===== config.mk =====
export PLATFORM = sky130hd
export DESIGN_NAME = controller_events
export DESIGN_NICKNAME = d
export VERILOG_FILES = /design/src/rtl/sudoku_controller_pkg.sv /design/src/rtl/event_fifo.sv /design/src/rtl/controller_events.sv
export SDC_FILE = /design/constraint.sdc
export NUM_CORES = 1
export LEC_CHECK = 0
export BUFFER_PORTS_ARGS = -buffer_cell sky130_fd_sc_hd__buf_4
export CORE_ASPECT_RATIO = 1.5
export CORE_MARGIN = 4
export CORE_UTILIZATION = 50
export CTS_CLUSTER_DIAMETER = 50
export DETAILED_ROUTE_END_ITERATION = 16
export GPL_ROUTABILITY_DRIVEN = 0
export HOLD_SLACK_MARGIN = 0.02
export PLACE_DENSITY = 0.68
export SYNTH_ARGS = -nofsm -noshare
export SYNTH_HDL_FRONTEND = slang
export SYNTH_SLANG_ARGS = --single-unit

===== constraint.sdc =====
create_clock -name clk -period 4.1 [get_ports clk]
set_input_delay 1.025 -clock clk [delete_from_list [all_inputs] [get_ports clk]]
set_output_delay 1.025 -clock clk [all_outputs]
set_load 0.02 [all_outputs]

===== src/rtl/sudoku_controller_pkg.sv =====
// Shared constants and types for the gamepad event path feeding the sudoku game logic.
package sudoku_controller_pkg;

  localparam int NUM_BUTTONS = 12;

  localparam int BTN_UP    = 11;
  localparam int BTN_DOWN  = 10;
  localparam int BTN_LEFT  = 9;
  localparam int BTN_RIGHT = 8;
  localparam int BTN_A     = 7;
  localparam int BTN_B     = 6;
  localparam int BTN_C     = 5;
  localparam int BTN_X     = 4;
  localparam int BTN_Y     = 3;
  localparam int BTN_Z     = 2;
  localparam int BTN_START = 1;
  localparam int BTN_MODE  = 0;

  localparam logic [NUM_BUTTONS-1:0] DIR_MASK = 12'hF00;

  localparam int EVENT_CODE_W     = 4;
  localparam int EVENT_FIFO_DEPTH = 4;

  typedef logic [EVENT_CODE_W-1:0] event_code_t;

  // Index of the most significant set bit; 0 when the vector is empty.
  function automatic event_code_t highest_set(input logic [NUM_BUTTONS-1:0] vec);
    event_code_t idx;
    idx = '0;
    for (int i = 0; i < NUM_BUTTONS; i++) begin
      if (vec[i]) idx = event_code_t'(i);
    end
    return idx;
  endfunction

endpackage


===== src/rtl/event_fifo.sv =====
// Small synchronous show-ahead FIFO holding button event codes.
module event_fifo #(
  parameter int DEPTH = 4,
  parameter int WIDTH = 4
) (
  input  logic                       clk,
  input  logic                       reset,
  input  logic                       push,
  input  logic [WIDTH-1:0]           push_data,
  input  logic                       pop,
  output logic [WIDTH-1:0]           head,
  output logic [$clog2(DEPTH+1)-1:0] count,
  output logic                       full,
  output logic                       empty
);

  localparam int PTR_W = (DEPTH > 1) ? $clog2(DEPTH) : 1;
  localparam int CNT_W = $clog2(DEPTH + 1);
  localparam logic [PTR_W-1:0] PTR_LAST = PTR_W'(DEPTH - 1);

  logic [WIDTH-1:0] mem [DEPTH];
  logic [PTR_W-1:0] wr_ptr;
  logic [PTR_W-1:0] rd_ptr;
  logic             wr_en;
  logic             rd_en;

  assign full  = (count == CNT_W'(DEPTH));
  assign empty = (count == '0);
  assign wr_en = push && !full;
  assign rd_en = pop && !empty;
  // Empty FIFO presents a zero code rather than a stale entry.
  assign head  = empty ? '0 : mem[rd_ptr];

  always_ff @(posedge clk) begin
    if (wr_en) mem[wr_ptr] <= push_data;
  end

  always_ff @(posedge clk) begin
    if (reset) begin
      wr_ptr <= '0;
      rd_ptr <= '0;
      count  <= '0;
    end else begin
      if (wr_en) wr_ptr <= (wr_ptr == PTR_LAST) ? '0 : wr_ptr + 1'b1;
      if (rd_en) rd_ptr <= (rd_ptr == PTR_LAST) ? '0 : rd_ptr + 1'b1;
      case ({wr_en, rd_en})
        2'b10:   count <= count + 1'b1;
        2'b01:   count <= count - 1'b1;
        default: count <= count;
      endcase
    end
  end

endmodule


===== src/rtl/controller_events.sv =====
// Debounces the raw gamepad vector, detects presses, auto-repeats the D-pad and
// queues button events for the game logic, back-pressuring the reader when full.
module controller_events
  import sudoku_controller_pkg::*;
#(
  parameter int SAMPLE_DIV       = 50000,
  parameter int DEBOUNCE_SAMPLES = 4,
  parameter int REPEAT_DELAY     = 400,
  parameter int REPEAT_RATE      = 100
) (
  input  logic        clk,
  input  logic        reset,
  input  logic [11:0] buttons,
  output logic [11:0] held,
  output logic        event_valid,
  output logic [3:0]  event_code,
  input  logic        event_ready,
  output logic        block
);

  localparam int TICK_W     = (SAMPLE_DIV > 1) ? $clog2(SAMPLE_DIV) : 1;
  localparam int DB_W       = $clog2(DEBOUNCE_SAMPLES + 1);
  localparam int RPT_W      = $clog2(REPEAT_DELAY + 1);
  localparam int FIFO_CNT_W = $clog2(EVENT_FIFO_DEPTH + 1);

  localparam logic [TICK_W-1:0] TICK_LAST  = TICK_W'(SAMPLE_DIV - 1);
  localparam logic [DB_W-1:0]   DB_LAST    = DB_W'(DEBOUNCE_SAMPLES - 1);
  localparam logic [RPT_W-1:0]  RPT_LAST   = RPT_W'(REPEAT_DELAY - 1);
  localparam logic [RPT_W-1:0]  RPT_RELOAD = RPT_W'(REPEAT_DELAY - REPEAT_RATE);

  logic [TICK_W-1:0]      tick_cnt;
  logic                   tick;
  logic [DB_W-1:0]        db_cnt [NUM_BUTTONS];
  logic [NUM_BUTTONS-1:0] stable;
  logic [NUM_BUTTONS-1:0] stable_d;
  logic [NUM_BUTTONS-1:0] press_rise;
  logic [NUM_BUTTONS-1:0] dir_now;
  logic [NUM_BUTTONS-1:0] dir_prev;
  logic [RPT_W-1:0]       rpt_cnt;
  logic [RPT_W-1:0]       rpt_next;
  logic                   rpt_fire;
  logic [NUM_BUTTONS-1:0] pending;
  logic [NUM_BUTTONS-1:0] pending_next;
  logic                   push;
  event_code_t            push_code;
  event_code_t            fifo_head;
  logic [FIFO_CNT_W-1:0]  fifo_count;
  logic                   fifo_full;
  logic                   fifo_empty;
  logic                   pop;

  assign tick = (tick_cnt == TICK_LAST);

  always_ff @(posedge clk) begin
    if (reset) begin
      tick_cnt <= '0;
    end else if (tick) begin
      tick_cnt <= '0;
    end else begin
      tick_cnt <= tick_cnt + 1'b1;
    end
  end

  // Per-bit debounce: a bit flips only after DEBOUNCE_SAMPLES consecutive disagreeing ticks.
  always_ff @(posedge clk) begin
    if (reset) begin
      for (int i = 0; i < NUM_BUTTONS; i++) db_cnt[i] <= '0;
      stable <= '0;
    end else if (tick) begin
      for (int i = 0; i < NUM_BUTTONS; i++) begin
        if (buttons[i] != stable[i]) begin
          if (db_cnt[i] == DB_LAST) begin
            stable[i] <= buttons[i];
            db_cnt[i] <= '0;
          end else begin
            db_cnt[i] <= db_cnt[i] + 1'b1;
          end
        end else begin
          db_cnt[i] <= '0;
        end
      end
    end
  end

  always_ff @(posedge clk) begin
    if (reset) begin
      stable_d <= '0;
    end else begin
      stable_d <= stable;
    end
  end

  assign press_rise = stable & ~stable_d;
  assign dir_now    = stable & DIR_MASK;
  assign dir_prev   = stable_d & DIR_MASK;

  // Repeat timer restarts whenever the D-pad combination changes or is released.
  always_comb begin
    rpt_next = rpt_cnt;
    rpt_fire = 1'b0;
    if ((dir_now != dir_prev) || (dir_now == '0)) begin
      rpt_next = '0;
    end else if (tick) begin
      if (rpt_cnt == RPT_LAST) begin
        rpt_fire = 1'b1;
        rpt_next = RPT_RELOAD;
      end else begin
        rpt_next = rpt_cnt + 1'b1;
      end
    end
  end

  always_ff @(posedge clk) begin
    if (reset) begin
      rpt_cnt <= '0;
    end else begin
      rpt_cnt <= rpt_next;
    end
  end

  // Push decision uses the FIFO count from the start of the cycle.
  assign push      = (pending != '0) && !fifo_full;
  assign push_code = highest_set(pending);

  always_comb begin
    pending_next = pending;
    if (push) pending_next[push_code] = 1'b0;
    pending_next = pending_next | press_rise;
    if (rpt_fire) pending_next = pending_next | dir_now;
  end

  always_ff @(posedge clk) begin
    if (reset) begin
      pending <= '0;
    end else begin
      pending <= pending_next;
    end
  end

  assign pop = event_valid && event_ready;

  event_fifo #(
    .DEPTH (EVENT_FIFO_DEPTH),
    .WIDTH (EVENT_CODE_W)
  ) u_event_fifo (
    .clk       (clk),
    .reset     (reset),
    .push      (push),
    .push_data (push_code),
    .pop       (pop),
    .head      (fifo_head),
    .count     (fifo_count),
    .full      (fifo_full),
    .empty     (fifo_empty)
  );

  assign held        = stable;
  assign event_valid = !fifo_empty;
  assign event_code  = fifo_head;
  assign block       = (fifo_count == FIFO_CNT_W'(EVENT_FIFO_DEPTH));

endmodule


==> results.sh <==
export IMPL_path_class="flip-flop to flip-flop"
export IMPL_ant_nets=0
export IMPL_min_path_type="flip-flop to flip-flop"
export IMPL_grt_pass1_vias=3746
export IMPL_vias=3787
export IMPL_path_clk_slew_ns=0.05
export IMPL_postCtsHoldBufs=0
export IMPL_cp_slowest_cell="nor4_1"
export IMPL_die_area_sq_um=12800
export IMPL_drtPass1Iterations=4
export IMPL_clock_latency_ns=0.41
export IMPL_post_route_util=0.604
export IMPL_rows=46
export IMPL_start_util=0.516
export IMPL_hpwlAfterDp_microns=7220
export IMPL_syn_area_per_cell_sq_um=10.3
export IMPL_clk_path_buf_depth=2
export IMPL_portBuffers=32
export IMPL_tritoncts="done"
export IMPL_yosys_warnings=0
export IMPL_period_needed_ns=2.95
export IMPL_avgViaCountPerCell=5.20
export IMPL_grt_max_degree=42
export IMPL_cts_sinks=122
export IMPL_power_density_nw_per_um2=436
export IMPL_syn_nets=584
export IMPL_critPathMaxStageDelay_ns=0.59
export IMPL_clockRootBuffer="clkbuf_16"
export IMPL_synth_seq_cells=122
export IMPL_syn2layout_area_growth_pct=17.2
export IMPL_postCtsSetupBuffers=0
export IMPL_hold_viol_final=0
export IMPL_numCtsBuffers=17
export IMPL_seq_area_frac_synth=0.540
export IMPL_synthDistinctLibCells=42
export IMPL_setup_viol=0
export IMPL_async_reset_ff_frac=0
export IMPL_cp_required_ns=4.43
export IMPL_drive_gt1_frac=0.116
export IMPL_overflow=0
export IMPL_cts_resized=0
export IMPL_timing_final_crit_share=0.720
export IMPL_fp_dieW_microns=93.6
export IMPL_netlist_instances=532
export IMPL_fin_worst_skew_ns=0.0140
export IMPL_maxCapViolations=0
export IMPL_drc_errors=0
export IMPL_synth_flop_cell="dfxtp_1"
export IMPL_grt_setup_unrepaired="false"
export IMPL_io_pins=33
export IMPL_cts_max_level=4
export IMPL_layout_common_cells="79 x nor2_1, 70 x dfxtp_1, 52 x edfxtp_1"
export IMPL_fmaxAchievable_mhz=339
export IMPL_vdd_drop_max_mv=0.310
export IMPL_avgRoutedWirePerCell_microns=14.2
export IMPL_path_max_fanout=10
export IMPL_syn_area_sq_um=5490
export IMPL_finalSetupTns_ns=0
export IMPL_end_kind="flip-flop"
export IMPL_grt_pass1_wl_microns=17500
export IMPL_cpMostUsedCell="inv_1"
export IMPL_antenna_found_initial=0
export IMPL_arrival_ns=3.28
export IMPL_die_y_microns=136
export IMPL_grtUsageTotal=0.175
export IMPL_wl_microns=10300
export IMPL_status="finished clean"
export IMPL_p_leak_nw=2.45
export IMPL_slew_headroom=0.477
export IMPL_fin_nets=623
export IMPL_drv_slew=0
export IMPL_final_common_cell="nor2_1"
export IMPL_worst_slew_pin_slew_ns=0.782
export IMPL_first_iter_violations=198
export IMPL_rrSetupSlack_ns=1.15
export IMPL_cp_start_kind="flip-flop"
export IMPL_synth_edff_count=52
export IMPL_diodes=0
export IMPL_coreArea_sq_um=10600
export IMPL_path_cells="nor4_1 -> a41oi_1 -> inv_1 -> ha_1 -> inv_1 -> fa_1 -> xor2_1 -> or3_1 -> a21oi_1"
[critical path, delay by kind of cell (launching register included)]
kind                       cells  cell delay [ns]
AOI/OAI and AO/OA              2             0.62
and+or+nand+nor                2             0.91
DFF                            1             0.35
adders and majority gates      2             0.58
xor gates and xnor gates       1             0.16
buffers and inverters          2             0.28
[kinds of logic (layout without fill, tap and decap cells)]
| kind of cell | after synthesis | in the layout | synth area share |
|---|---|---|---|
| buf+inv | 59 | 111 | 0.0417 |
| mux | 4 | 4 | 0.0164 |
| compound gates | 51 | 51 | 0.0613 |
| fa+ha+maj | 37 | 37 | 0.0857 |
| xor+xnor | 33 | 33 | 0.0526 |
| flops | 122 | 122 | 0.540 |
| simple gates | 226 | 226 | 0.203 |
[cells in the mapped netlist, types with 4 or more instances]
cell | n | area [sq um]
nor2_1 | 79 | 297
dfxtp_1 | 70 | 1400
edfxtp_1 | 52 | 1560
inv_1 | 45 | 169
nand2_1 | 42 | 158
ha_1 | 36 | 450
a21oi_1 | 27 | 135
xnor2_1 | 26 | 228
nand3_1 | 21 | 105
or3_1 | 17 | 106
nor2b_1 | 12 | 75.1
clkbuf_1 | 10 | 37.5
and2_1 | 9 | 56.3
and3_1 | 9 | 56.3
nand2b_1 | 7 | 43.8
nand4_1 | 7 | 43.8
xor2_1 | 7 | 61.3
nor3_1 | 6 | 30.0
o31ai_1 | 5 | 37.5
a221oi_1 | 4 | 35.0
mux4_2 | 4 | 90.1
nor4_1 | 4 | 25.0
[sequential cells by signal (all words and copies together) (netlist names), named ones only]
register and count:
db_cnt 36, held 12, pending 12, rpt_cnt 9, stable_d 12, tick_cnt 16
u_event_fifo.count 3, u_event_fifo.mem 16, u_event_fifo.rd_ptr 2, u_event_fifo.wr_ptr 2
[worst paths after layout]
path | startpoint | to | depth (start not counted)
worst max-delay path | pending[7] | u_event_fifo.count[2] | 9
worst min-delay path | tick_cnt[0] | tick_cnt[0] | 1
worst max register to register | pending[7] | u_event_fifo.count[2] | 9
worst min register to register | tick_cnt[0] | tick_cnt[0] | 1
[through the flow]
stage	hold slack, ns	instance area (sq um)	cells	total power [mW]	worst slack [ns]
6_report	0.441	6430	728	2.81	1.15
5_1_grt	0.486	6430	728	2.90	0.850
4_1_cts	0.446	6430	728	2.84	1.16
3_5_place_dp	0.435	5870	696	1.39	1.18
3_3_place_gp	0.423	5870	696	1.39	1.21
2_1_floorplan	0.413	5490	532	1.36	1.35
[routing by layer]
layer | GRT usage | vias to the layer above | wire [microns]
met5 | 0 | - | 0
met4 | 0.0667 | 0 | 163
met3 | 0.0493 | 19 | 332
met2 | 0.320 | 63 | 5700
met1 | 0.190 | 1789 | 4150
li1 | - | 1916 | -
[power breakdown]
part / switching (mW) / internal (mW) / total (mW)
logic: 0.0415 / 0.0294 / 0.0710
registers: 0.00859 / 1.28 / 1.29
clock network: 0.497 / 0.945 / 1.44
[cell type report]
cell class / count / area (sq um)
clock buffer: 22 / 444
clock inverter: 10 / 125
fill: 895 / 4210
inverter: 45 / 169
multi-input combinational: 351 / 2300
sequential: 122 / 2960
tap: 144 / 180
timing repair buffer: 34 / 255
(Power assumes the default switching activity.)
